<file path="src/rtl/calc_op_sequencer_pkg.sv">
`default_nettype none
// ============================================================================
// Module   : calc_pkg
// Purpose  : Shared constants and types for the calculator op sequencer:
//            default operand width, one-hot operator encodings and the
//            sequencer state enumeration.
// Revision : 1.0 - initial release
// ============================================================================
package calc_pkg;

  localparam int DEFAULT_WIDTH = 16;

  localparam logic [2:0] OP_ADD = 3'b001;
  localparam logic [2:0] OP_SUB = 3'b010;
  localparam logic [2:0] OP_MUL = 3'b100;

  typedef enum logic [2:0] {
    IDLE = 3'd0,
    EXEC = 3'd1,
    MUL  = 3'd2,
    FIX  = 3'd3,
    DONE = 3'd4
  } seq_state_t;

endpackage : calc_pkg
`default_nettype wire

</file>
<file path="src/rtl/calc_op_sequencer_if.sv">
`default_nettype none
// ============================================================================
// Module   : calc_op_sequencer_if
// Purpose  : Request/response bundle between the input controller (master)
//            and the arithmetic sequencer (slave).
// Signals  : start, op, operand_a, operand_b  - request (master -> slave)
//            busy, done, result, overflow, op_error - response (slave -> master)
// Revision : 1.0 - initial release
// ============================================================================
interface calc_op_sequencer_if
  import calc_pkg::*;
#(
  parameter int WIDTH = DEFAULT_WIDTH
);

  logic             start;
  logic [2:0]       op;
  logic [WIDTH-1:0] operand_a;
  logic [WIDTH-1:0] operand_b;
  logic             busy;
  logic             done;
  logic [WIDTH-1:0] result;
  logic             overflow;
  logic             op_error;

  modport master (
    output start, op, operand_a, operand_b,
    input  busy, done, result, overflow, op_error
  );

  modport slave (
    input  start, op, operand_a, operand_b,
    output busy, done, result, overflow, op_error
  );

endinterface : calc_op_sequencer_if
`default_nettype wire

</file>
<file path="src/rtl/calc_op_sequencer_shift_add_mul_dp.sv">
`default_nettype none
// ============================================================================
// Module   : shift_add_mul_dp
// Purpose  : Unsigned serial shift-add multiplier datapath. One partial
//            product is accumulated per i_step; after WIDTH steps o_product
//            holds the full 2*WIDTH-bit product. Sequencing is external.
// Ports    : clk, rst       - clock, synchronous active-high reset
//            i_clr          - load operands and clear the accumulator
//            i_step         - perform one shift-add step
//            i_mcand/i_mplier - unsigned multiplicand / multiplier
//            o_product      - accumulated product
// Revision : 1.0 - initial release
// ============================================================================
module shift_add_mul_dp #(
  parameter int WIDTH = 16
) (
  input  wire logic                 clk,
  input  wire logic                 rst,
  input  wire logic                 i_clr,
  input  wire logic                 i_step,
  input  wire logic [WIDTH-1:0]     i_mcand,
  input  wire logic [WIDTH-1:0]     i_mplier,
  output logic      [2*WIDTH-1:0]   o_product
);

  logic [2*WIDTH-1:0] r_mcand;   // multiplicand, shifted left each step
  logic [WIDTH-1:0]   r_mplier;  // multiplier, LSB selects the partial product
  logic [2*WIDTH-1:0] r_acc;

  always_ff @(posedge clk) begin
    if (rst) begin
      r_mcand  <= '0;
      r_mplier <= '0;
      r_acc    <= '0;
    end else if (i_clr) begin
      r_mcand  <= {{WIDTH{1'b0}}, i_mcand};
      r_mplier <= i_mplier;
      r_acc    <= '0;
    end else if (i_step) begin
      if (r_mplier[0]) begin
        r_acc <= r_acc + r_mcand;
      end
      r_mcand  <= r_mcand << 1;
      r_mplier <= r_mplier >> 1;
    end
  end

  assign o_product = r_acc;

endmodule : shift_add_mul_dp
`default_nettype wire

</file>
<file path="src/rtl/calc_op_sequencer.sv">
`default_nettype none
// ============================================================================
// Module   : calc_op_sequencer
// Purpose  : Multi-cycle arithmetic sequencer. Single-cycle add/subtract or
//            WIDTH-cycle serial multiply on signed operands, returning a
//            wrapped WIDTH-bit result with overflow and illegal-op flags.
// Ports    : clk  - rising-edge clock
//            RST  - synchronous active-high reset
//            bus  - calc_op_sequencer_if.slave (start/op/operands in,
//                   busy/done/result/overflow/op_error out)
// Revision : 1.0 - initial release
// ============================================================================
module calc_op_sequencer
  import calc_pkg::*;
#(
  parameter int WIDTH = DEFAULT_WIDTH
) (
  input  wire logic             clk,
  input  wire logic             RST,
  calc_op_sequencer_if.slave    bus
);

  localparam logic [2:0] S_IDLE = IDLE;
  localparam logic [2:0] S_EXEC = EXEC;
  localparam logic [2:0] S_MUL  = MUL;
  localparam logic [2:0] S_FIX  = FIX;
  localparam logic [2:0] S_DONE = DONE;

  localparam int         CNT_W    = (WIDTH > 1) ? $clog2(WIDTH) : 1;
  localparam logic [CNT_W-1:0] C_LAST_STEP = CNT_W'(WIDTH - 1);

  logic [2:0]         r_state;
  logic [2:0]         r_op;
  logic [WIDTH-1:0]   r_a;
  logic [WIDTH-1:0]   r_b;
  logic               r_sign;
  logic [CNT_W-1:0]   r_cnt;
  logic [WIDTH-1:0]   r_result;
  logic               r_overflow;
  logic               r_op_error;

  logic               w_mul_start;
  logic [WIDTH-1:0]   w_abs_a;
  logic [WIDTH-1:0]   w_abs_b;
  logic [2*WIDTH-1:0] w_product;
  logic [2*WIDTH-1:0] w_prod_signed;
  logic [WIDTH:0]     w_sum;
  logic               w_addsub_legal;
  logic               w_mul_ovf;

  // Magnitudes as unsigned values; -2^(W-1) negates to itself, which read
  // unsigned is exactly 2^(W-1).
  assign w_abs_a = bus.operand_a[WIDTH-1] ? -bus.operand_a : bus.operand_a;
  assign w_abs_b = bus.operand_b[WIDTH-1] ? -bus.operand_b : bus.operand_b;

  assign w_mul_start = (r_state == S_IDLE) && bus.start && (bus.op == OP_MUL);

  shift_add_mul_dp #(
    .WIDTH     (WIDTH)
  ) u_mul_dp (
    .clk       (clk),
    .rst       (RST),
    .i_clr     (w_mul_start),
    .i_step    (r_state == S_MUL),
    .i_mcand   (w_abs_a),
    .i_mplier  (w_abs_b),
    .o_product (w_product)
  );

  // One guard bit: overflow shows up as the top two bits disagreeing.
  assign w_addsub_legal = (r_op == OP_ADD) || (r_op == OP_SUB);
  assign w_sum = (r_op == OP_SUB) ? ({r_a[WIDTH-1], r_a} - {r_b[WIDTH-1], r_b})
                                  : ({r_a[WIDTH-1], r_a} + {r_b[WIDTH-1], r_b});

  // Zero product stays positive so a negative sign never yields -0.
  assign w_prod_signed = (r_sign && (|w_product)) ? -w_product : w_product;

  // In range iff bits [2W-1:W-1] are all equal (pure sign extension).
  assign w_mul_ovf = !((&w_prod_signed[2*WIDTH-1:WIDTH-1]) ||
                       (~|w_prod_signed[2*WIDTH-1:WIDTH-1]));

  always_ff @(posedge clk) begin
    if (RST) begin
      r_state    <= S_IDLE;
      r_op       <= '0;
      r_a        <= '0;
      r_b        <= '0;
      r_sign     <= 1'b0;
      r_cnt      <= '0;
      r_result   <= '0;
      r_overflow <= 1'b0;
      r_op_error <= 1'b0;
    end else begin
      case (r_state)
        S_IDLE: begin
          if (bus.start) begin
            r_op   <= bus.op;
            r_a    <= bus.operand_a;
            r_b    <= bus.operand_b;
            r_sign <= bus.operand_a[WIDTH-1] ^ bus.operand_b[WIDTH-1];
            r_cnt  <= '0;
            r_state <= (bus.op == OP_MUL) ? S_MUL : S_EXEC;
          end
        end
        S_EXEC: begin
          if (w_addsub_legal) begin
            r_result   <= w_sum[WIDTH-1:0];
            r_overflow <= w_sum[WIDTH] ^ w_sum[WIDTH-1];
            r_op_error <= 1'b0;
          end else begin
            r_result   <= '0;
            r_overflow <= 1'b0;
            r_op_error <= 1'b1;
          end
          r_state <= S_DONE;
        end
        S_MUL: begin
          r_cnt <= r_cnt + 1'b1;
          if (r_cnt == C_LAST_STEP) begin
            r_state <= S_FIX;
          end
        end
        S_FIX: begin
          r_result   <= w_prod_signed[WIDTH-1:0];
          r_overflow <= w_mul_ovf;
          r_op_error <= 1'b0;
          r_state    <= S_DONE;
        end
        S_DONE: begin
          r_state <= S_IDLE;
        end
        default: begin
          r_state <= S_IDLE;
        end
      endcase
    end
  end

  assign bus.busy     = (r_state != S_IDLE);
  assign bus.done     = (r_state == S_DONE);
  assign bus.result   = r_result;
  assign bus.overflow = r_overflow;
  assign bus.op_error = r_op_error;

endmodule : calc_op_sequencer
`default_nettype wire

</file>
<file path="src/flat_wrapper.sv">
// flat-port wrapper written by rule: the top's interface ports become plain ports
module calc_op_sequencer_flat import calc_pkg::*;
#(
  parameter int WIDTH = DEFAULT_WIDTH
)
  (clk, RST, bus_start, bus_op, bus_operand_a, bus_operand_b, bus_busy, bus_done, bus_result, bus_overflow, bus_op_error);
  calc_op_sequencer_if #(.WIDTH(WIDTH)) bus_i ();
  input  wire logic clk;
  input  wire logic RST;
  input wire logic [$bits(bus_i.start)-1:0] bus_start;
  input wire logic [$bits(bus_i.op)-1:0] bus_op;
  input wire logic [$bits(bus_i.operand_a)-1:0] bus_operand_a;
  input wire logic [$bits(bus_i.operand_b)-1:0] bus_operand_b;
  output wire logic [$bits(bus_i.busy)-1:0] bus_busy;
  output wire logic [$bits(bus_i.done)-1:0] bus_done;
  output wire logic [$bits(bus_i.result)-1:0] bus_result;
  output wire logic [$bits(bus_i.overflow)-1:0] bus_overflow;
  output wire logic [$bits(bus_i.op_error)-1:0] bus_op_error;
  assign bus_i.start = bus_start;
  assign bus_i.op = bus_op;
  assign bus_i.operand_a = bus_operand_a;
  assign bus_i.operand_b = bus_operand_b;
  assign bus_busy = bus_i.busy;
  assign bus_done = bus_i.done;
  assign bus_result = bus_i.result;
  assign bus_overflow = bus_i.overflow;
  assign bus_op_error = bus_i.op_error;
  calc_op_sequencer #(.WIDTH(WIDTH)) u_core (.clk(clk), .RST(RST), .bus(bus_i));
endmodule
</file>
<file path="config.mk">
export PLATFORM = sky130hd
export DESIGN_NAME = calc_op_sequencer_flat
export DESIGN_NICKNAME = d
export VERILOG_FILES = /design/src/rtl/calc_op_sequencer_pkg.sv /design/src/rtl/calc_op_sequencer_if.sv /design/src/rtl/calc_op_sequencer_shift_add_mul_dp.sv /design/src/rtl/calc_op_sequencer.sv /design/src/flat_wrapper.sv
export SDC_FILE = /design/constraint.sdc
export NUM_CORES = 1
export LEC_CHECK = 0
export ABC_AREA = 1
export CAP_MARGIN = 20
export CORE_ASPECT_RATIO = 1.2
export CORE_MARGIN = 5
export CORE_UTILIZATION = 61
export DETAILED_ROUTE_END_ITERATION = 12
export PLACE_DENSITY_LB_ADDON = 0.2
export SLEW_MARGIN = 5
export SYNTH_ARGS = -nofsm -noshare
export SYNTH_HDL_FRONTEND = slang
export SYNTH_SLANG_ARGS = --single-unit
export TNS_END_PERCENT = 30
</file>
<file path="constraint.sdc">
create_clock -name clk -period 4.1 [get_ports clk]
set_input_delay 0.41 -clock clk [delete_from_list [all_inputs] [get_ports clk]]
set_output_delay 0.41 -clock clk [all_outputs]
set_load 0.05 [all_outputs]
</file>
# Word level (Yosys, flattened, before mapping)
# Cells that the tools add are included.
totals:
  register_bits: 141
  latchBits: 0
  ramBits: 0
  mem_bits_ro: 0
  in_bits: 38
  elab_cells: 73
  mem_count: 0
classes:
  add_sub_neg: 7
  n_mul: 0
  n_div: 0
  order_cmp: 0
  eq_ne: 10
  shift: 0
  mux: 20
  bitwise_logic: 2
  n_reduce_logical: 21
ops:
  columns: ["op", "n"]
  rows:
  - ["2-to-1 mux 16 bit", 7]
  - ["adder 32 bit", 1]
  - ["2-to-1 mux 32 bit", 1]
  - ["negator 16 bit", 2]
  - ["negator 32 bit", 1]
  - ["case mux 16 bit (2 select lines)", 1]
  - ["OR reduction 32 bit", 1]
  - ["adder 16 x 16 -> 17 bit", 1]
  - ["2-to-1 mux 17 bit", 1]
  - ["AND reduction 17 bit", 1]
  - ["OR reduction 17 bit", 1]
  - ["subtractor 16 x 16 -> 17 bit", 1]
  - ["equality test 3 x 2 -> 1 bit, second input constant", 3]
  - ["case mux 3 bit (3 select lines)", 1]
  - ["case mux 4 bit (2 select lines)", 1]
  - ["AND reduction 2 bit", 4]
  - ["equality test 3 x 1 -> 1 bit, second input constant", 2]
  - ["equality test 3 bit, second input constant", 2]
  - ["2-to-1 mux 3 bit", 2]
  - ["nonzero test 2 bit", 3]
  - ["adder 4 x 1 -> 4 bit, second input constant", 1]
  - ["equality test 4 bit, second input constant", 1]
  - ["2-to-1 mux 4 bit", 1]
  - ["case mux 1 bit (2 select lines)", 2]
  - ["11 further kinds", 18]

# Depth between registers and ports, before layout
# Gate-level depths: netlist (run 1).
depth:
  word_depth: 8
  ltp_mapped: 23
  mapped_depth_nobuf: 23

# Modules after synthesis
# From an unflattened synthesis (run 1), not the netlist that was laid out.
hier_totals:
  cells_unflattened: 1871
  hier_area_um2: 11277.1
by_module_without_submodules:
  columns: ["module", "n_inst", "cells_each", "area_each_um2", "seq_area_each_um2"]
  rows:
  - ["shift_add_mul_dp", 1, 939, 5676.7, 1601.5]
  - ["calc_op_sequencer", 1, 932, 5600.4, 1221.2]

# Worst setup path after synthesis (run 1)
# No wires, ideal clock.
synth_path:
  kind: "register to register"
  start: "reg u_core.r_b[0]"
  end: "reg u_core.r_overflow, in the netlist u_core.bus.overflow"
  arrival_time_ns: 2.809
  slack_ns: 1.169
  path_stages_with_launch: 23
  period_less_slack_ns: 2.931
  path_cell_list: "dfxtp_1 > nor3_1 > inv_1 > nor3_1 > nand3_1 > nor3_1 > inv_1 > o21ai_0 > nand2_1 > xor2_1 > inv_1 > ha_1 > nand2_1 > nor4_1 > nand2_1 > nand2b_1 > nand3_1 > nand2_1 > nand2_1 > nand3_1 > nand2_1 > inv_1 > a21oi_2"
synth_via:
  elab_chain_cells: 5
synth_lines:
  columns: ["element", "line_no", "source"]
  rows:
  - ["start, declared", "calc_op_sequencer.sv:35", "logic [WIDTH-1:0] r_b;"]
  - ["start signal, assigned", "calc_op_sequencer.sv:99", "r_b <= bus.operand_b;"]
  - ["adder 16 x 16 -> 17 bit / subtractor 16 x 16 -> 17 bit (equally long branches)", "calc_op_sequencer.sv:73, calc_op_sequencer.sv:72", null]
  - ["2-to-1 mux 17 bit (*)", "calc_op_sequencer.sv:72", "assign w_sum = (r_op == OP_SUB) ? ({r_a[WIDTH-1], r_a} - {r_b[WIDTH-1], r_b})"]
  - ["XOR 1 bit (*)", "calc_op_sequencer.sv:108", "r_overflow <= w_sum[WIDTH] ^ w_sum[WIDTH-1];"]
  - ["2-to-1 mux 1 bit (*)", "calc_op_sequencer.sv:106", "if (w_addsub_legal) begin"]
  - ["case mux 1 bit (2 select lines) (*)", "calc_op_sequencer.sv:94", "case (r_state)"]
  - ["end signal, assigned", "calc_op_sequencer.sv:108", null]
  - ["end signal, assigned", "calc_op_sequencer.sv:125", "r_overflow <= w_mul_ovf;"]
  - ["end, declared", "calc_op_sequencer.sv:39", "logic r_overflow;"]
# Every way passes the cells marked *; elsewhere a longest branch is shown, timed or not.
# A chain may end at the register's enable or synchronous reset.

# Worst setup path in the final report (run 1)
# Same ends and word-level chain as after synthesis.

==> impl_metrics.py, run 1 <==
metrics = {
    "floorplanning": {
        "die_w_um": 129,
        "start_util_pct": 61.6,
        "dieArea_sq_um": 19700,
        "die_h_um": 153,
        "coreArea_sq_um": 16800,
        "io-pin-count": 58,
        "rows": 52,
    },
    "timing": {
        "timing.final.crit_share_pct": 81.0,
        "tns_ns": 0,
        "slew_headroom_pct": 47.3,
        "setup_ws_ns": 0.779,
        "tightest_slew_ns": 0.790,
        "setup_violations": 0,
        "finalHoldViolCount": 0,
        "finalMaxSlewViolations": 0,
        "layout_min_cycle_time_ns": 3.32,
        "rsz0062_at_grt": "no",
        "fin_skew_ns": 0.00996,
        "max_freq_ghz": 0.301,
    },
    "clocking": {
        "cts_resized": 0,
        "postCtsSetupBuffers": 0,
        "ctsHtreeMaxLevel": 4,
        "clkSinkCount": 141,
        "ctsHoldBuffers": 0,
        "clk_path_buf_depth": 2,
        "clkLatencyLatePin_ns": 0.44,
        "clk_pin_slew_ns": 0.06,
        "clockRootBuffer": "clkbuf_16",
        "cts_tree": "yes",
        "cts_buffers": 17,
    },
    "power_and_ir_drop": {
        "pwr-share-comb_pct": 23.3,
        "p_leak_nw": 5.61,
        "p_total_mw": 4.11,
        "net-switching-power_mw": 1.31,
        "clkPwrFrac_pct": 40.7,
        "p_int_mw": 2.80,
        "pwr-share-seq_pct": 36.0,
        "ir_worst_vdd_mv": 0.316,
        "swShare_pct": 31.9,
        "power_density_nw_per_um2": 353,
    },
    "yosys": {
        "synthesis.area_sq_um": 10300,
        "syn_inst": 1657,
        "ys_seq_area_share_pct": 27.3,
        "synth.avg_cell_area_sq_um": 6.24,
        "synth_edf_count": 0,
        "synth-async-reset-ratio_pct": 0,
        "ys_types": 44,
        "yosysMostFrequentCell": "nand2_1",
        "syn_nets": 1749,
        "synth_common_cells": "nand2_1 (436), inv_1 (208), a21oi_1 (187)",
        "yosys_register_bits": 141,
        "ys_warn_count": 0,
        "yosysTopAreaCell": "dfxtp_1",
        "synth_area_leaders": "dfxtp_1 (27%), nand2_1 (16%), a21oi_1 (9.0%)",
        "synth-main-ff-cell": "dfxtp_1",
        "synth_top_area_share_pct": 27.3,
    },
    "placed_design": {
        "io_buffers": 57,
        "globalplace.congestion": 0.998,
        "post-place-ws_ns": 0.817,
        "dp_hpwl_um": 25500,
    },
    "worst_setup_path": {
        "crit_arrival_ns": 3.65,
        "r2r-start": "u_core.r_b[0]",
        "worstRegToRegCells": 22,
        "cp.required_ns": 4.42,
        "cp-startpoint": "u_core.r_b[0]",
        "regToRegSetupSlack_ns": 0.78,
        "critPathMaxFanout": 6,
        "r2r_end": "u_core.bus.overflow",
        "crit_end": "u_core.bus.overflow",
        "criticalPathCategory": "flop to flop",
        "start_kind": "flop",
        "critPathCaptureType": "flop",
    },
    "detailed_routing": {
        "viasPerCell": 5.76,
        "drt_iter0_drc": 1014,
        "first_pass_iters": 6,
        "ant_nets": 0,
        "wire_per_inst_um": 17.3,
        "num_vias": 11000,
        "drc_errors": 0,
        "drt_wl_total_um": 33100,
    },
    "final_layout": {
        "n_fill_cell": 1538,
        "multiInputGateArea_sq_um": 6470,
        "seqCellArea_sq_um": 2820,
        "diodes": 0,
        "drive_gt1_share_pct": 4.24,
        "area_delta_synth_final_pct": 12.7,
        "nets": 1778,
    },
    "global_routing": {
        "grtUsageTotal_pct": 33.1,
        "grt_max_degree": 53,
        "overflow": 0,
        "antenna_found_initial": 0,
        "grt_pass1_wl_um": 51800,
        "grt_pass1_vias": 10300,
    },
    "min_path": {
        "hp-class": "flop to flop",
    },
    "run": {
        "drv_cap": 0,
    },
    "status": {
        "status": "finished clean",
    },
}
## layout by cell type (no fill, tap or decap), drive strengths merged, types with 52 or more instances in the layout
master and instances:
a21oi 189, clkdlybuf4s50 56, dfxtp 141, ha 52
inv 215, nand2 442, nand3 78, nor2 168
o21ai 122, xor2 57
## worst min path at each step
stage                                  from                      endpoint  slack (ns)  depth (start not counted)
6_report                    u_core.r_cnt[3]               u_core.r_cnt[3]        0.46                          2
5_1_grt        u_core.u_mul_dp.r_mplier[11]  u_core.u_mul_dp.r_mplier[11]        0.47                          2
3_5_place_dp   u_core.u_mul_dp.r_mplier[11]  u_core.u_mul_dp.r_mplier[11]        0.46                          2
4_1_cts        u_core.u_mul_dp.r_mplier[11]  u_core.u_mul_dp.r_mplier[11]        0.47                          2
3_3_place_gp   u_core.u_mul_dp.r_mplier[11]  u_core.u_mul_dp.r_mplier[11]        0.45                          2
2_1_floorplan                 u_core.r_a[0]                 u_core.r_a[0]        0.43                          2
## worst max-delay path: stages (launching register included)
cell and delay (ns):
dfxtp_1 0.32, nor3_1 0.18, inv_1 0.07, nor3_1 0.19, nand3_1 0.13, nor3_1 0.20
inv_1 0.09, o21ai_0 0.25, nand2_1 0.10, xor2_1 0.14, inv_1 0.06, ha_1 0.37
nand2_1 0.13, nor4_1 0.38, nand2_1 0.08, nand2b_1 0.08, nand3_1 0.08, nand2_1 0.07
nand2_1 0.04, nand3_1 0.06, nand2_1 0.05, inv_1 0.08, a21oi_2 0.05
## per-stage QoR
step / instances / hold slack [ns] / cell area, sq um / utilization (%)
finish: 1914 / 0.463 / 11700 / 69.4
global route: 1914 / 0.475 / 11700 / 69.4
CTS: 1913 / 0.465 / 11600 / 69.3
detailed placement: 1882 / 0.456 / 11000 / 65.6
global placement: 1882 / 0.452 / 11000 / 65.6
floorplan: 1657 / 0.433 / 10300 / -
## power by group through the flow
stage / clock network, mW / registers [mW] / logic [mW]
2_1_floorplan: 0 / 1.56 / 0.613
3_3_place_gp: 0 / 1.51 / 0.934
3_5_place_dp: 0 / 1.51 / 0.938
4_1_cts: 1.68 / 1.48 / 0.948
5_1_grt: 1.74 / 1.49 / 1.06
6_report: 1.67 / 1.48 / 0.959
## cell families after synthesis
logic type	share of synthesized area [%]
adders and majority gates	6.68
DFF	27.3
buffers and inverters	10.3
AOI/OAI and AO/OA	20.8
and+or+nand+nor	29.0
xor gates and xnor gates	5.92
## flip-flops by register name, summed over array words and instances, names as in the netlist
register                   cells
u_core.r_state                 3
u_core.bus.overflow            1
u_core.r_a                    16
u_core.r_cnt                   4
u_core.u_mul_dp.o_product     32
u_core.bus.result             16
u_core.bus.op_error            1
u_core.r_b                    16
u_core.r_op                    3
u_core.u_mul_dp.r_mcand       32
u_core.u_mul_dp.r_mplier      16
u_core.r_sign                  1
## layout make-up
class,count,area share [%]
clock buffers,21,3.95
repair buffers,66,5.60
flip-flops and latches,141,24.2
multi-input cells,1243,55.5
well taps,216,2.32
inverters,217,6.99
clock inverters,10,1.40
## per-layer routing
layer | global-route usage (%) | wire length, um | up-vias | share of wire, %
li1 | - | - | 5475 | -
met4 | 19.5 | 2190 | 0 | 6.6
met1 | 35.5 | 12100 | 4987 | 37
met2 | 59.7 | 16900 | 411 | 51
met3 | 5.72 | 1890 | 148 | 5.7
met5 | 0 | 0 | - | 0
No activity file was read; power rests on OpenSTA's default activity.
==> run 2, diff against run 1 <==
==> constraint.sdc (replaced) <==
create_clock -name clk -period 3.25 [get_ports clk]
set_input_delay 0.325 -clock clk [delete_from_list [all_inputs] [get_ports clk]]
set_output_delay 0.325 -clock clk [all_outputs]
set_load 0.05 [all_outputs]
==> run 2 against run 1 <==
Combinational power rose by 37%. Via count rose by 1.0%. Highest routed layer unchanged. Clock power rose by 23%. Non-clock buffer count rose by 12.
==> impl_metrics.py, run 2 (same netlist as run 1, synthesis figures left out) <==
metrics = {
    "worst_setup_path": {
        "crit_end": "u_core.bus.overflow",
        "r2r_end": "u_core.bus.overflow",
        "start_kind": "flop",
        "critPathCaptureType": "flop",
        "worstRegToRegCells": 22,
        "criticalPathCategory": "flop to flop",
        "cp-startpoint": "u_core.r_b[1]",
        "r2r-start": "u_core.r_b[1]",
        "cp.required_ns": 3.58,
        "regToRegSetupSlack_ns": 0.23,
        "crit_arrival_ns": 3.35,
        "critPathMaxFanout": 4,
    },
    "floorplanning": {
        "die_w_um": 129,
        "dieArea_sq_um": 19700,
        "io-pin-count": 58,
        "die_h_um": 153,
        "start_util_pct": 61.6,
        "coreArea_sq_um": 16800,
        "rows": 52,
    },
    "final_layout": {
        "stdcell_count": 1927,
        "nets": 1790,
        "final_cell_mix": "nand2_1 (435), inv_1 (207), a21oi_1 (186)",
        "diodes": 0,
        "final_common_cell": "nand2_1",
        "seqCellArea_sq_um": 2820,
        "area_delta_synth_final_pct": 14.0,
        "drive_gt1_share_pct": 6.08,
        "multiInputGateArea_sq_um": 6550,
        "n_fill_cell": 1523,
    },
    "power_and_ir_drop": {
        "p_total_mw": 5.22,
        "power_density_nw_per_um2": 443,
        "ir_worst_vdd_mv": 0.458,
        "p_leak_nw": 5.68,
    },
    "detailed_routing": {
        "drt_wl_total_um": 33600,
        "drt_iter0_drc": 907,
        "drc_errors": 0,
        "maxUsedRoutingLayer": "met4",
        "wire_per_inst_um": 17.4,
        "num_vias": 11100,
        "wl_met1_um": 12200,
        "first_pass_iters": 8,
        "viasPerCell": 5.78,
        "wl_met2_um": 17100,
        "ant_nets": 0,
        "dr_wl_met3_um": 1840,
    },
    "timing": {
        "finalHoldViolCount": 0,
        "setup_violations": 0,
        "layout_min_cycle_time_ns": 3.02,
        "max_freq_ghz": 0.331,
        "rsz0062_at_grt": "yes",
        "fin_skew_ns": 0.00959,
        "timing.final.crit_share_pct": 92.9,
        "finalMaxSlewViolations": 0,
        "slew_headroom_pct": 27.2,
        "tightest_slew_ns": 1.09,
    },
    "global_routing": {
        "grt_max_degree": 54,
        "grt_pass1_wl_um": 52200,
        "grtUsageTotal_pct": 33.5,
        "overflow": 0,
        "antenna_found_initial": 0,
        "grt_pass1_vias": 10400,
    },
    "placed_design": {
        "dp_hpwl_um": 26000,
        "globalplace.congestion": 0.990,
        "dp.cells": 1893,
        "io_buffers": 57,
    },
    "run": {
        "drv_cap": 0,
    },
    "clocking": {
        "clk_pin_slew_ns": 0.07,
        "clk_path_buf_depth": 2,
        "clockRootBuffer": "clkbuf_16",
        "clkLatencyLatePin_ns": 0.43,
        "cts_buffers": 17,
        "clkSinkCount": 141,
        "cts_tree": "yes",
        "ctsHtreeMaxLevel": 4,
    },
    "status": {
        "status": "finished clean",
    },
    "min_path": {
        "hp-class": "input port to flop",
    },
}
[run 2: changes by cell type in the layout (fill, tap and decap cells not counted), moves of 3 or more]
cell,delta
buf_4,+13
nor3_1,-3
nor3_2,+3
nand3_2,+3
inv_6,+5
nand3_1,-3
[run 2: worst min-delay path by stage]
stage	startpoint	to	slack [ns]	depth (start not counted)
floorplan	u_core.r_a[0]	u_core.r_a[0]	0.43	2
global placement	u_core.u_mul_dp.r_mplier[11]	u_core.u_mul_dp.r_mplier[11]	0.45	2
detailed placement	u_core.u_mul_dp.r_mplier[8]	u_core.u_mul_dp.r_mplier[8]	0.46	2
CTS	RST	u_core.u_mul_dp.o_product[25]	0.33	4
global route	RST	u_core.u_mul_dp.o_product[4]	0.34	4
finish	RST	u_core.u_mul_dp.o_product[25]	0.35	4
[run 2: worst max-delay path, stage by stage (launching register included)]
cell	delay, ns
dfxtp_1	0.33
inv_1	0.09
ha_1	0.21
nand3_2	0.12
nor2_2	0.15
nand2_2	0.10
o31ai_4	0.28
nand2_1	0.10
xor2_1	0.16
ha_1	0.33
buf_4	0.17
a21oi_1	0.15
nand2_1	0.09
nor2_2	0.12
nand2_1	0.05
nand2_1	0.05
nand2_1	0.05
inv_1	0.07
nand2_1	0.05
nand3_1	0.06
nand2_1	0.06
inv_2	0.08
a21oi_2	0.05
[run 2: where the power goes]
group          internal (mW)  total, mW  switching (mW)
Clock                   1.19       2.05           0.855
Sequential              1.81       1.87          0.0618
Combinational          0.452       1.31           0.854
[run 2: metal layers]
metal,up-vias,track usage [%]
met3,163,5.65
met4,0,22.9
met1,5004,35.7
met5,-,0
li1,5510,-
met2,457,59.0
[run 2: metrics by stage]
step | hold WS, ns | area, sq um | TNS (ns) | utilization [%] | worst slack [ns]
5_1_grt | 0.339 | 11800 | -0.00518 | 70.2 | -0.00518
3_5_place_dp | 0.458 | 11100 | -0.0163 | 66.0 | -0.0163
6_report | 0.347 | 11800 | 0 | 70.2 | 0.229
4_1_cts | 0.327 | 11700 | 0 | 69.7 | 0.0554
2_1_floorplan | 0.433 | 10300 | 0 | - | 0.319
3_3_place_gp | 0.452 | 11100 | 0 | 66.0 | 0.0326
[run 2: layout make-up]
cell class / count / area share [%]
clock buffers: 19 / 3.84
clock inverters: 13 / 1.29
inverters: 217 / 6.91
multi-input cells: 1243 / 55.6
flip-flops and latches: 141 / 24.0
well taps: 216 / 2.29
repair buffers: 78 / 6.13
[run 2: what timing repair did]
item | 4_1_cts | 5_1_grt
buffers inserted | 0 | 2
hold buffers | 0 | 0
resized for setup | 1 | 19
cloned | 0 | 0
pin swaps | 0 | 4
endpoints found under the setup margin | 1 | 5
==> run 3, diff against run 2 <==
--- a/config.mk
+++ b/config.mk
@@ -9,7 +9,7 @@
 export CAP_MARGIN = 20
 export CORE_ASPECT_RATIO = 1.2
 export CORE_MARGIN = 5
-export CORE_UTILIZATION = 61
+export CORE_UTILIZATION = 30
 export DETAILED_ROUTE_END_ITERATION = 12
 export PLACE_DENSITY_LB_ADDON = 0.2
 export SLEW_MARGIN = 5
==> run 3 against run 2 <==
Design area is 2.8% higher. Non-clock buffer count increased by 6. First-iteration DRC count decreased by 39%. Via count shrank 5.0%. Largest power group unchanged. Combinational power hardly changed. Sequential share of layout area is 0.67 points lower. Sequential power is essentially flat. Critical path type unchanged. Clock-buffer cell count rose by 2. Wire length increased by 3.1%. Global-route usage decreased by 16 points.
==> impl_metrics.py, run 3 (same netlist as run 1, synthesis figures left out) <==
metrics = {
    "timing": {
        "timing.final.crit_share_pct": 92.4,
        "fin_skew_ns": 0.0105,
        "finalMaxSlewViolations": 0,
        "rsz0062_at_grt": "yes",
        "max_freq_ghz": 0.333,
        "setup_ws_ns": 0.246,
        "tightest_slew_ns": 0.920,
        "slew_headroom_pct": 38.6,
        "finalHoldViolCount": 0,
        "layout_min_cycle_time_ns": 3.00,
        "setup_violations": 0,
    },
    "global_routing": {
        "grt_max_degree": 54,
        "antenna_found_initial": 0,
        "grt_pass1_vias": 10000,
        "overflow": 0,
        "grtUsageTotal_pct": 17.8,
        "grt_pass1_wl_um": 54600,
    },
    "worst_setup_path": {
        "critPathMaxFanout": 4,
        "crit_arrival_ns": 3.39,
        "worstRegToRegCells": 17,
        "criticalPathCategory": "flop to flop",
        "r2r-start": "u_core.r_b[0]",
        "r2r_end": "u_core.bus.result[9]",
        "start_kind": "flop",
        "regToRegSetupSlack_ns": 0.25,
        "critPathCaptureType": "flop",
        "cp.required_ns": 3.63,
    },
    "run": {
        "drv_cap": 0,
    },
    "clocking": {
        "clk_path_buf_depth": 2,
        "clk_pin_slew_ns": 0.06,
        "cts_tree": "yes",
        "clockRootBuffer": "clkbuf_16",
        "clkSinkCount": 141,
        "cts_buffers": 17,
        "clkLatencyLatePin_ns": 0.44,
        "ctsHtreeMaxLevel": 4,
    },
    "placed_design": {
        "globalplace.congestion": 0.894,
        "io_buffers": 57,
        "dp_hpwl_um": 27900,
        "placed_area_sq_um": 11400,
        "post-place-ws_ns": 0.0449,
    },
    "final_layout": {
        "nets": 1796,
        "diodes": 0,
        "n_fill_cell": 3798,
        "drive_gt1_share_pct": 6.01,
        "fin_area_sq_um": 12100,
        "utilization_pct": 35.6,
        "final_common_cell": "nand2_1",
        "area_delta_synth_final_pct": 17.2,
        "final_cell_mix": "nand2_1 (436), inv_1 (208), a21oi_1 (185)",
    },
    "detailed_routing": {
        "num_vias": 10600,
        "drc_errors": 0,
        "first_pass_iters": 5,
        "wire_per_inst_um": 16.0,
        "dr_wl_met3_um": 1050,
        "wl_met1_um": 16600,
        "drt_iter0_drc": 554,
        "maxUsedRoutingLayer": "met4",
        "drt_wl_total_um": 34700,
        "ant_nets": 0,
        "wl_met2_um": 16200,
        "viasPerCell": 4.87,
    },
    "floorplanning": {
        "die_w_um": 179,
        "coreArea_sq_um": 34100,
        "start_util_pct": 30.4,
        "dieArea_sq_um": 38300,
        "io-pin-count": 58,
        "die_h_um": 213,
        "rows": 74,
    },
    "min_path": {
        "holdPathStages": 4,
        "hold_path_end": "u_core.u_mul_dp.o_product[4]",
        "hold_start": "RST",
        "hp-class": "input port to flop",
    },
    "status": {
        "status": "finished clean",
    },
    "power_and_ir_drop": {
        "ir_worst_vdd_mv": 0.373,
        "power_density_nw_per_um2": 428,
        "p_leak_nw": 5.70,
    },
}
[run 3: power by group]
| group | internal [mW] | switching, mW |
|---|---|---|
| sequential | 1.81 | 0.0635 |
| clock | 1.18 | 0.808 |
| combinational | 0.455 | 0.865 |
| total | 3.45 | 1.74 |
[run 3: how the worst max path moves through the flow]
stage / depth (start not counted) / slack, ns / end / startpoint
after floorplan: 22 / 0.32 / u_core.bus.overflow / u_core.r_b[0]
after global placement: 22 / 0.02 / u_core.bus.overflow / u_core.r_b[0]
after detailed placement: 22 / 0.04 / u_core.bus.overflow / u_core.r_b[0]
after CTS: 22 / 0.02 / u_core.bus.overflow / u_core.r_b[0]
after global routing: 24 / -0.05 / u_core.bus.overflow / u_core.r_b[0]
final: 17 / 0.25 / u_core.bus.result[9] / u_core.r_b[0]
[run 3: metrics by stage]
step	total power [mW]	hold WS (ns)	instances	TNS, ns
floorplan	2.74	0.433	1657	0
global placement	3.17	0.450	2139	0
detailed placement	3.17	0.453	2139	0
CTS	5.18	0.284	2169	0
global route	5.45	0.329	2171	-0.0655
finish	5.19	0.310	2171	0
[run 3: area by class of cell]
type                    instances  area [sq um]  share of cell area (%)
multi-input cells            1243          6550                    54.1
clock buffers                  21           470                    3.88
inverters                     217           815                    6.72
repair buffers                 84           781                    6.44
flip-flops and latches        141          2820                    23.3
clock inverters                 9           111                   0.919
well taps                     456           571                    4.71
[run 3: critical path: stages, from the launching register on]
cell	delay, ns
dfxtp_1	0.36
inv_1	0.07
ha_1	0.21
or2_2	0.30
xor2_1	0.15
ha_1	0.33
a21oi_1	0.20
nand2_1	0.10
nand2_1	0.11
nand2_1	0.06
a21oi_1	0.30
o21bai_1	0.14
a21oi_1	0.13
o21ai_0	0.11
buf_4	0.16
nand2_1	0.05
o211ai_1	0.07
inv_1	0.08
[run 3: timing repair]
item | CTS | global route
resized for setup | 0 | 18
hold buffers | 0 | 0
setup endpoints to repair | 0 | 5
buffers inserted | 0 | 2
[run 3: layer usage]
layer  track usage (%)  up-vias
met5                 0        -
met4              5.49        0
met3              2.51       44
met2              29.8      201
met1              24.1     4818
li1                  -     5510
